### src/rtl/dmem_arbiter.sv
// Shares the single DMEM port between the CPU data port (priority, combinational)
// and an auxiliary req/gnt requester. Optional counters via `ARB_STATS_EN`.
//
// state | meaning
// IDLE  | CPU owns DMEM; aux gets cycles where cpu_cs is low
// FORCE | one-cycle CPU stall; DMEM slot handed to the waiting aux request
module dmem_arbiter #(
  parameter int MAX_WAIT = 8,
  parameter int CNT_W    = 4
) (
  input  logic        clk_in,
  input  logic        reset,
  input  logic        cpu_cs,
  input  logic        cpu_r,
  input  logic        cpu_w,
  input  logic [10:0] cpu_addr,
  input  logic [31:0] cpu_wdata,
  input  logic [1:0]  cpu_bits,
  output logic [31:0] cpu_rdata,
  output logic        cpu_stall,
  input  logic        aux_req,
  input  logic        aux_we,
  input  logic [10:0] aux_addr,
  input  logic [31:0] aux_wdata,
  input  logic [1:0]  aux_bits,
  output logic        aux_gnt,
  output logic        aux_rvalid,
  output logic [31:0] aux_rdata,
  output logic        dm_cs,
  output logic        dm_r,
  output logic        dm_w,
  output logic [10:0] dm_addr,
  output logic [31:0] dm_wdata,
  output logic [1:0]  dm_bits,
  input  logic [31:0] dm_rdata
`ifdef ARB_STATS_EN
  ,
  output logic [15:0] stat_grants,
  output logic [15:0] stat_forced
`endif
);

  typedef enum logic {IDLE, FORCE} state_t;

  localparam bit              FORCE_EN  = (MAX_WAIT != 0);
  localparam logic [CNT_W-1:0] WAIT_MAX  = CNT_W'(MAX_WAIT);
  localparam logic [CNT_W-1:0] WAIT_LAST = CNT_W'(MAX_WAIT - 1);

  state_t           state;
  logic [CNT_W-1:0] wait_cnt;
  logic             in_force;
  logic             aux_sel;
  logic             force_next;

  assign in_force = (state == FORCE);

  // In FORCE the port belongs to aux even if it dropped its request, so a
  // pending CPU write can never slip through during the stall cycle.
  always_comb begin
    aux_gnt = in_force ? aux_req : (aux_req & ~cpu_cs);
    aux_sel = in_force | aux_gnt;
    if (aux_sel) begin
      dm_cs    = aux_req;
      dm_r     = aux_req & ~aux_we;
      dm_w     = aux_req & aux_we;
      dm_addr  = aux_addr;
      dm_wdata = aux_wdata;
      dm_bits  = aux_bits;
    end else begin
      dm_cs    = cpu_cs;
      dm_r     = cpu_r;
      dm_w     = cpu_w;
      dm_addr  = cpu_addr;
      dm_wdata = cpu_wdata;
      dm_bits  = cpu_bits;
    end
    cpu_rdata = in_force ? 32'h0 : dm_rdata;
  end

  assign force_next = FORCE_EN && !in_force && aux_req && !aux_gnt &&
                      (wait_cnt == WAIT_LAST);

  always_ff @(posedge clk_in) begin
    if (reset) begin
      state      <= IDLE;
      wait_cnt   <= '0;
      cpu_stall  <= 1'b0;
      aux_rvalid <= 1'b0;
      aux_rdata  <= 32'h0;
    end else begin
      aux_rvalid <= aux_gnt & ~aux_we;
      if (aux_gnt && !aux_we)
        aux_rdata <= dm_rdata;
      case (state)
        IDLE: begin
          if (force_next) begin
            state     <= FORCE;
            cpu_stall <= 1'b1;
            wait_cnt  <= WAIT_MAX;
          end else begin
            cpu_stall <= 1'b0;
            if (aux_req && !aux_gnt) begin
              if (wait_cnt != WAIT_MAX)
                wait_cnt <= wait_cnt + 1'b1;
            end else begin
              wait_cnt <= '0;
            end
          end
        end
        FORCE: begin
          state     <= IDLE;
          cpu_stall <= 1'b0;
          wait_cnt  <= '0;
        end
        default: begin
          state     <= IDLE;
          cpu_stall <= 1'b0;
          wait_cnt  <= '0;
        end
      endcase
    end
  end

`ifdef ARB_STATS_EN
  always_ff @(posedge clk_in) begin
    if (reset) begin
      stat_grants <= 16'h0;
      stat_forced <= 16'h0;
    end else begin
      if (aux_gnt && stat_grants != 16'hFFFF)
        stat_grants <= stat_grants + 16'h1;
      if (force_next && stat_forced != 16'hFFFF)
        stat_forced <= stat_forced + 16'h1;
    end
  end
`endif

endmodule

### config.mk
export PLATFORM = sky130hd
export DESIGN_NAME = dmem_arbiter
export DESIGN_NICKNAME = d
export VERILOG_FILES = /design/src/rtl/dmem_arbiter.sv
export SDC_FILE = /design/constraint.sdc
export NUM_CORES = 1
export LEC_CHECK = 0
export CORE_MARGIN = 2
export CORE_UTILIZATION = 31
export DETAILED_ROUTE_END_ITERATION = 7
export PLACE_DENSITY = 0.83
export SETUP_SLACK_MARGIN = 0.2
export SLEW_MARGIN = 30
export SYNTH_ARGS = -nofsm -noshare
export SYNTH_HDL_FRONTEND = slang
export SYNTH_SLANG_ARGS = --single-unit
### constraint.sdc
create_clock -name clk_in -period 2.2 [get_ports clk_in]
set_input_delay 0.44 -clock clk_in [delete_from_list [all_inputs] [get_ports clk_in]]
set_output_delay 0.44 -clock clk_in [all_outputs]
set_load 0.01 [all_outputs]
After elaboration in Yosys (flattened, before gate mapping)
Index checks and enable logic that the tools add are counted.
{"block": "totals", "reg_bits": 38, "in_bits": 129, "out_inout_bits": 115, "elab_cells": 38}
{"block": "classes", "add_sub_neg": 1, "n_eq_ne": 3, "muxes": 14, "n_bitwise": 8, "n_reduce_logical": 8}
{"operator": "two-way mux 32 bit", "n": 2}
{"operator": "two-way mux 4 bit", "n": 3}
{"operator": "two-way mux 11 bit", "n": 1}
{"operator": "inequality test 4 bit, second input constant", "n": 2}
{"operator": "one-hot mux 4 bit (2 select lines)", "n": 1}
{"operator": "logical AND 1 bit", "n": 5}
{"operator": "two-way mux 1 bit", "n": 5}
{"operator": "adder 4 x 1 -> 4 bit, second input constant", "n": 1}
{"operator": "AND 1 bit", "n": 4}
{"operator": "== test 4 x 3 -> 1 bit, second input constant", "n": 1}
{"operator": "logical NOT 1 bit", "n": 3}
{"operator": "inverter 1 bit", "n": 3}
{"operator": "two-way mux 2 bit", "n": 1}
{"operator": "one-hot mux 1 bit (2 select lines)", "n": 1}
{"operator": "OR 1 bit", "n": 1}

Depth between registers and ports, before layout
{"block": "depth", "depth_word": 8, "ltp_mapped": 5, "mapped_depth_nobuf": 5}

Worst setup path after synthesis
No wires, ideal clock.
{"block": "synth_path", "path_kind": "input to output", "from": "input aux_req", "to": "output dm_bits[0]", "arrival_ps": 1426, "t_required_ps": 1760, "slack_ps": 334, "cell_stages": 4, "n_path_buf": 2, "path_cell_list": "buf_2 -> a21oi_4 -> buf_4 -> mux2_1"}
{"block": "synth_between", "elab_chain_cells": 4}
{"item": "start: declaration", "line": "21", "source": "input logic aux_req,"}
{"item": "AND 1 bit", "line": "60", "source": "aux_gnt = in_force ? aux_req : (aux_req & ~cpu_cs);"}
{"item": "two-way mux 1 bit (*)", "line": "60"}
{"item": "OR 1 bit (*)", "line": "61", "source": "aux_sel = in_force | aux_gnt;"}
{"item": "two-way mux 2 bit (*)", "line": "62", "source": "if (aux_sel) begin"}
{"item": "end: declaration", "line": "34", "source": "output logic [1:0] dm_bits,"}
Every way passes the cells marked *; elsewhere a longest branch is shown, timed or not.

Final worst setup path
{"block": "layout_path", "from": "register state, in the netlist in_force", "to": "output dm_wdata[14]"}
{"block": "layout_between", "elab_chain_cells": 3}
{"item": "start: declaration", "line": "49", "source": "state_t state;"}
{"item": "start signal: assignment", "line": "85", "source": "state <= IDLE;"}
{"item": "start signal: assignment", "line": "97", "source": "state <= FORCE;"}
{"item": "start signal: assignment", "line": "111", "source": "state <= IDLE;"}
{"item": "two-way mux 1 bit", "line": "60"}
{"item": "OR 1 bit (*)", "line": "61"}
{"item": "two-way mux 32 bit (*)", "line": "62"}
{"item": "end: declaration", "line": "33", "source": "output logic [31:0] dm_wdata,"}
Marks and branches as above.

==> results <==
## layer usage
| layer | GRT usage [%] | share of wire (%) | routed length [um] |
|---|---|---|---|
| met1 | 31.1 | 35 | 4710 |
| met2 | 54.0 | 52 | 7060 |
| met3 | 8.78 | 8.9 | 1200 |
| met4 | 10.7 | 3.9 | 520 |
| met5 | 0 | 0 | 0 |
## worst reg2reg max path, delay by kind of cell, from the launching register on
family	cells	cell delay (ps)
buf+inv	2	340
simple gates	2	600
compound gates	1	160
flops	1	370
## layout make-up
class | instances | area share (%)
repair buffers | 272 | 49.3
multi-input cells | 203 | 31.9
flip-flops and latches | 38 | 13.9
well taps | 102 | 2.32
clock buffers | 6 | 1.50
clock inverters | 1 | 0.546
inverters | 6 | 0.410
diodes | 1 | 0.0455
## path summary, 6_finish.rpt
kind,cells after the start,slack [ps],endpoint
worst max-delay path,6,80,dm_wdata[14]
worst min register to register,2,470,aux_rdata[7]
worst min-delay path,2,470,aux_rdata[7]
worst max register to register,5,660,wait_cnt[0]
## cells by family after synthesis
group | share of synthesized area [%]
compound gates | 19.3
fa+ha+maj | 0.987
buf+inv | 6.91
flops | 30.0
mux | 20.0
simple gates | 22.8
## cells in the final DEF, fill, tap and decap left out, types with 2 or more instances in the layout
cell type                         Yosys  routed
sky130_fd_sc_hd__clkdlybuf4s50_1      0     159
sky130_fd_sc_hd__buf_6                0      41
sky130_fd_sc_hd__mux2_4               0      38
sky130_fd_sc_hd__dfxtp_1             38      37
sky130_fd_sc_hd__a21oi_1             36      36
sky130_fd_sc_hd__dlygate4sd2_1        0      35
sky130_fd_sc_hd__nor2b_1             33      32
sky130_fd_sc_hd__nand4b_1            32      32
sky130_fd_sc_hd__o31ai_1             32      32
sky130_fd_sc_hd__buf_4                4      15
sky130_fd_sc_hd__buf_2                5      13
sky130_fd_sc_hd__mux2_2              42       7
sky130_fd_sc_hd__clkbuf_8             0       6
sky130_fd_sc_hd__inv_1                5       4
sky130_fd_sc_hd__buf_8                0       4
sky130_fd_sc_hd__nand2_1              3       3
sky130_fd_sc_hd__nand3b_1             3       3
sky130_fd_sc_hd__buf_12               0       3
sky130_fd_sc_hd__a21o_1               2       2
sky130_fd_sc_hd__nor2_1               2       2
sky130_fd_sc_hd__a211oi_1             2       2
sky130_fd_sc_hd__ha_1                 2       2
sky130_fd_sc_hd__buf_16               0       2
## state kept, by name (all words and copies together), names as in the netlist
register / count
aux_rdata: 32
wait_cnt: 4
aux_rvalid: 1
in_force: 1
## power breakdown
| group | switching [uW] | total (uW) | internal (uW) |
|---|---|---|---|
| Sequential | 11.7 | 719 | 707 |
| Combinational | 347 | 898 | 551 |
| Clock | 236 | 599 | 363 |
## through the flow
step | util, % | setup WS (ps) | setup TNS, ps
final | 70.4 | 75.9 | 0
after global routing | 70.4 | 39.2 | 0
after CTS | 68.8 | 78.8 | 0
after detailed placement | 65.0 | -538 | -24100
after global placement | 65.0 | -539 | -23630
after floorplan | - | 334 | 0
## synthesized netlist by cell type, drive strengths merged (2+ instances only)
library cell	number
nand4b	32
buf	12
inv	5
nand2	3
ha	2
a21oi	37
a211oi	2
clkbuf	23
nor2	2
nand3b	3
nand2b	2
nor3	2
o31ai	32
nor2b	33
a21o	2
dfxtp	38
mux2	45
## repair_timing
action | 4_1_cts | 5_1_grt
buffers inserted | 4 | 3
hold buffers | 0 | 0
resized for setup | 306 | 25
endpoints found under the setup margin | 81 | 47
cloned | 4 | 0
pin swaps | 1 | 0
==> results.txt <==
----------------------------------------------------
[Outcome]
  Outcome ... finished, final reports clean

[Cells and area]
  Area of combinational cells with multiple inputs ... 1760 um2
  Number of inserted filler cells in the final layout ... 637
  Post-layout instance count excluding filler cells ... 629
  Fraction of final layout cells sized beyond drive strength 1 ... 25.9%
  Synth-to-layout area growth ... 117%
  Area of all sequential standard cells ... 764 um2
  Fin area ... 5500 um2
  Total number of nets in the final design ... 657

[Logic synthesis]
  Syn avg cell area ... 8.99 um2
  Area of the mapped netlist ... 2530 um2
  Area share of the leading cell type in the synthesized netlist ... 30.0%
  Ranking of synthesized cells by area ... sky130_fd_sc_hd__dfxtp_1 (30%), sky130_fd_sc_hd__mux2_2 (19%), sky130_fd_sc_hd__nand4b_1 (11%), sky130_fd_sc_hd__o31ai_1 (9.5%), sky130_fd_sc_hd__nor2b_1 (8.1%)
  Async set or reset register ratio after synthesis ... 0%
  YS warnings ... 0
  Syn nets ... 413
  Distinct cells, synth ... 28
  Cell taking the most area after synthesis ... sky130_fd_sc_hd__dfxtp_1
  Number of cells produced by synthesis ... 282
  Seq/Total Area, Yosys ... 30.0%
  Number of storage elements in the synthesis netlist ... 38
  Synth Flop Type ... sky130_fd_sc_hd__dfxtp_1
  Count of flip-flops with a built-in enable after synthesis ... 0

[Timing]
  Worst Max-Slew Pin Slew ... 564 ps
  # setup viols final ... 0
  Final max-slew violation count ... 0
  Setup Skew ... 7.94 ps
  Final critical-path share of the clock period ... 96.6%
  Final hold slack ... 469 ps
  Peak clock frequency supported by timing ... 0.471 GHz
  RSZ-0062 raised after global routing ... yes
  Time the worst path needs with I/O delays and setup ... 2120 ps
  Final-report hold violation count ... 0
  Headroom to the max-slew limit ... 62.4%

[Clock network]
  Library cell used as clock root buffer ... sky130_fd_sc_hd__clkbuf_8
  CTS HTree Levels ... 2
  Clk Latency, worst-skew pair ... 280 ps
  Clock transition at path regs ... 80 ps
  Sinks on the clock net ... 38
  TritonCTS clock tree ... built
  CTS Buf Count ... 5
  Maximum clock insertion buffer count ... 2

[Setup path]
  Launch instance of the worst register-to-register path ... in_force
  Startpoint of the most critical setup path ... in_force
  Highest fanout seen on the critical path ... 6
  WP data required ... 1760 ps
  Endpoint class of the critical path ... output port
  Most used cell along the critical path ... sky130_fd_sc_hd__buf_8
  Crit path DAT ... 1680 ps
  Slowest library cell on the worst path ... sky130_fd_sc_hd__dfxtp_4
  Slowest Stage Delay on Critical Path ... 370 ps
  Family of cells with the greatest summed delay on the critical path ... buffers and inverters
  Cell chain of the critical path ... a21oi_4, buf_12, buf_8, buf_8, mux2_4, buf_6
  Buffering stage count on the worst path with inverters included ... 4
  Crit path launch type ... flop
  Setup Crit Path Kind ... flop to output port

[Routing]
  Detailed-router iteration count before antenna repair ... 5
  Vias per std cell ... 5.29
  Aggregate routed wire length ... 13500 um
  Count of nets left with antenna violations after detail routing ... 0
  Iteration-0 DRC count of the detailed router ... 115
  Post-detailed-route wirelength per cell ... 21.4 um
  Total vias in the final route ... 3328
  DRC ... 0

[Pwr]
  Post-layout total power ... 2220 uW
  Max VDD drop ... 0.000306 V
  Leakage dissipation ... 0.00229 uW
  Power density over the cells ... 403 nW/um2

[Die]
  Horizontal extent of the die ... 94.4 um
  Total die area ... 8920 um2
  Effective utilization at floorplan ... 32.5%
  Vert. Die Dim ... 94.4 um
  Core area ... 7810 um2
  Count of boundary I/O pins ... 244
  Number of rows created at floorplan ... 32

[Global routing]
  GR Util All Layers ... 29.2%
  Number of global-route vias before repair ... 3398
  Initial antenna violation count ... 1
  Maximum number of pins on one net before global-route repair ... 66
  Remaining Overflow, GRT ... 0
  First-pass GRT wire length ... 19400 um

[Worst hold path]
  Type of the worst min-delay path ... flop to flop
  Worst Min Path Start ... aux_rdata[7]

[Placement]
  Total half-perimeter wirelength after legalization and detailed placement ... 10500 um
  Placed Cells incl. Taps ... 610
  Number of port buffers ... 243
  Gpl congestion ... 0.914
  Post-placement cell area ... 5070 um2

[Flow run]
  Max cap viols ... 0

----------------------------------------------------
Power figures use the tool's default switching activity.
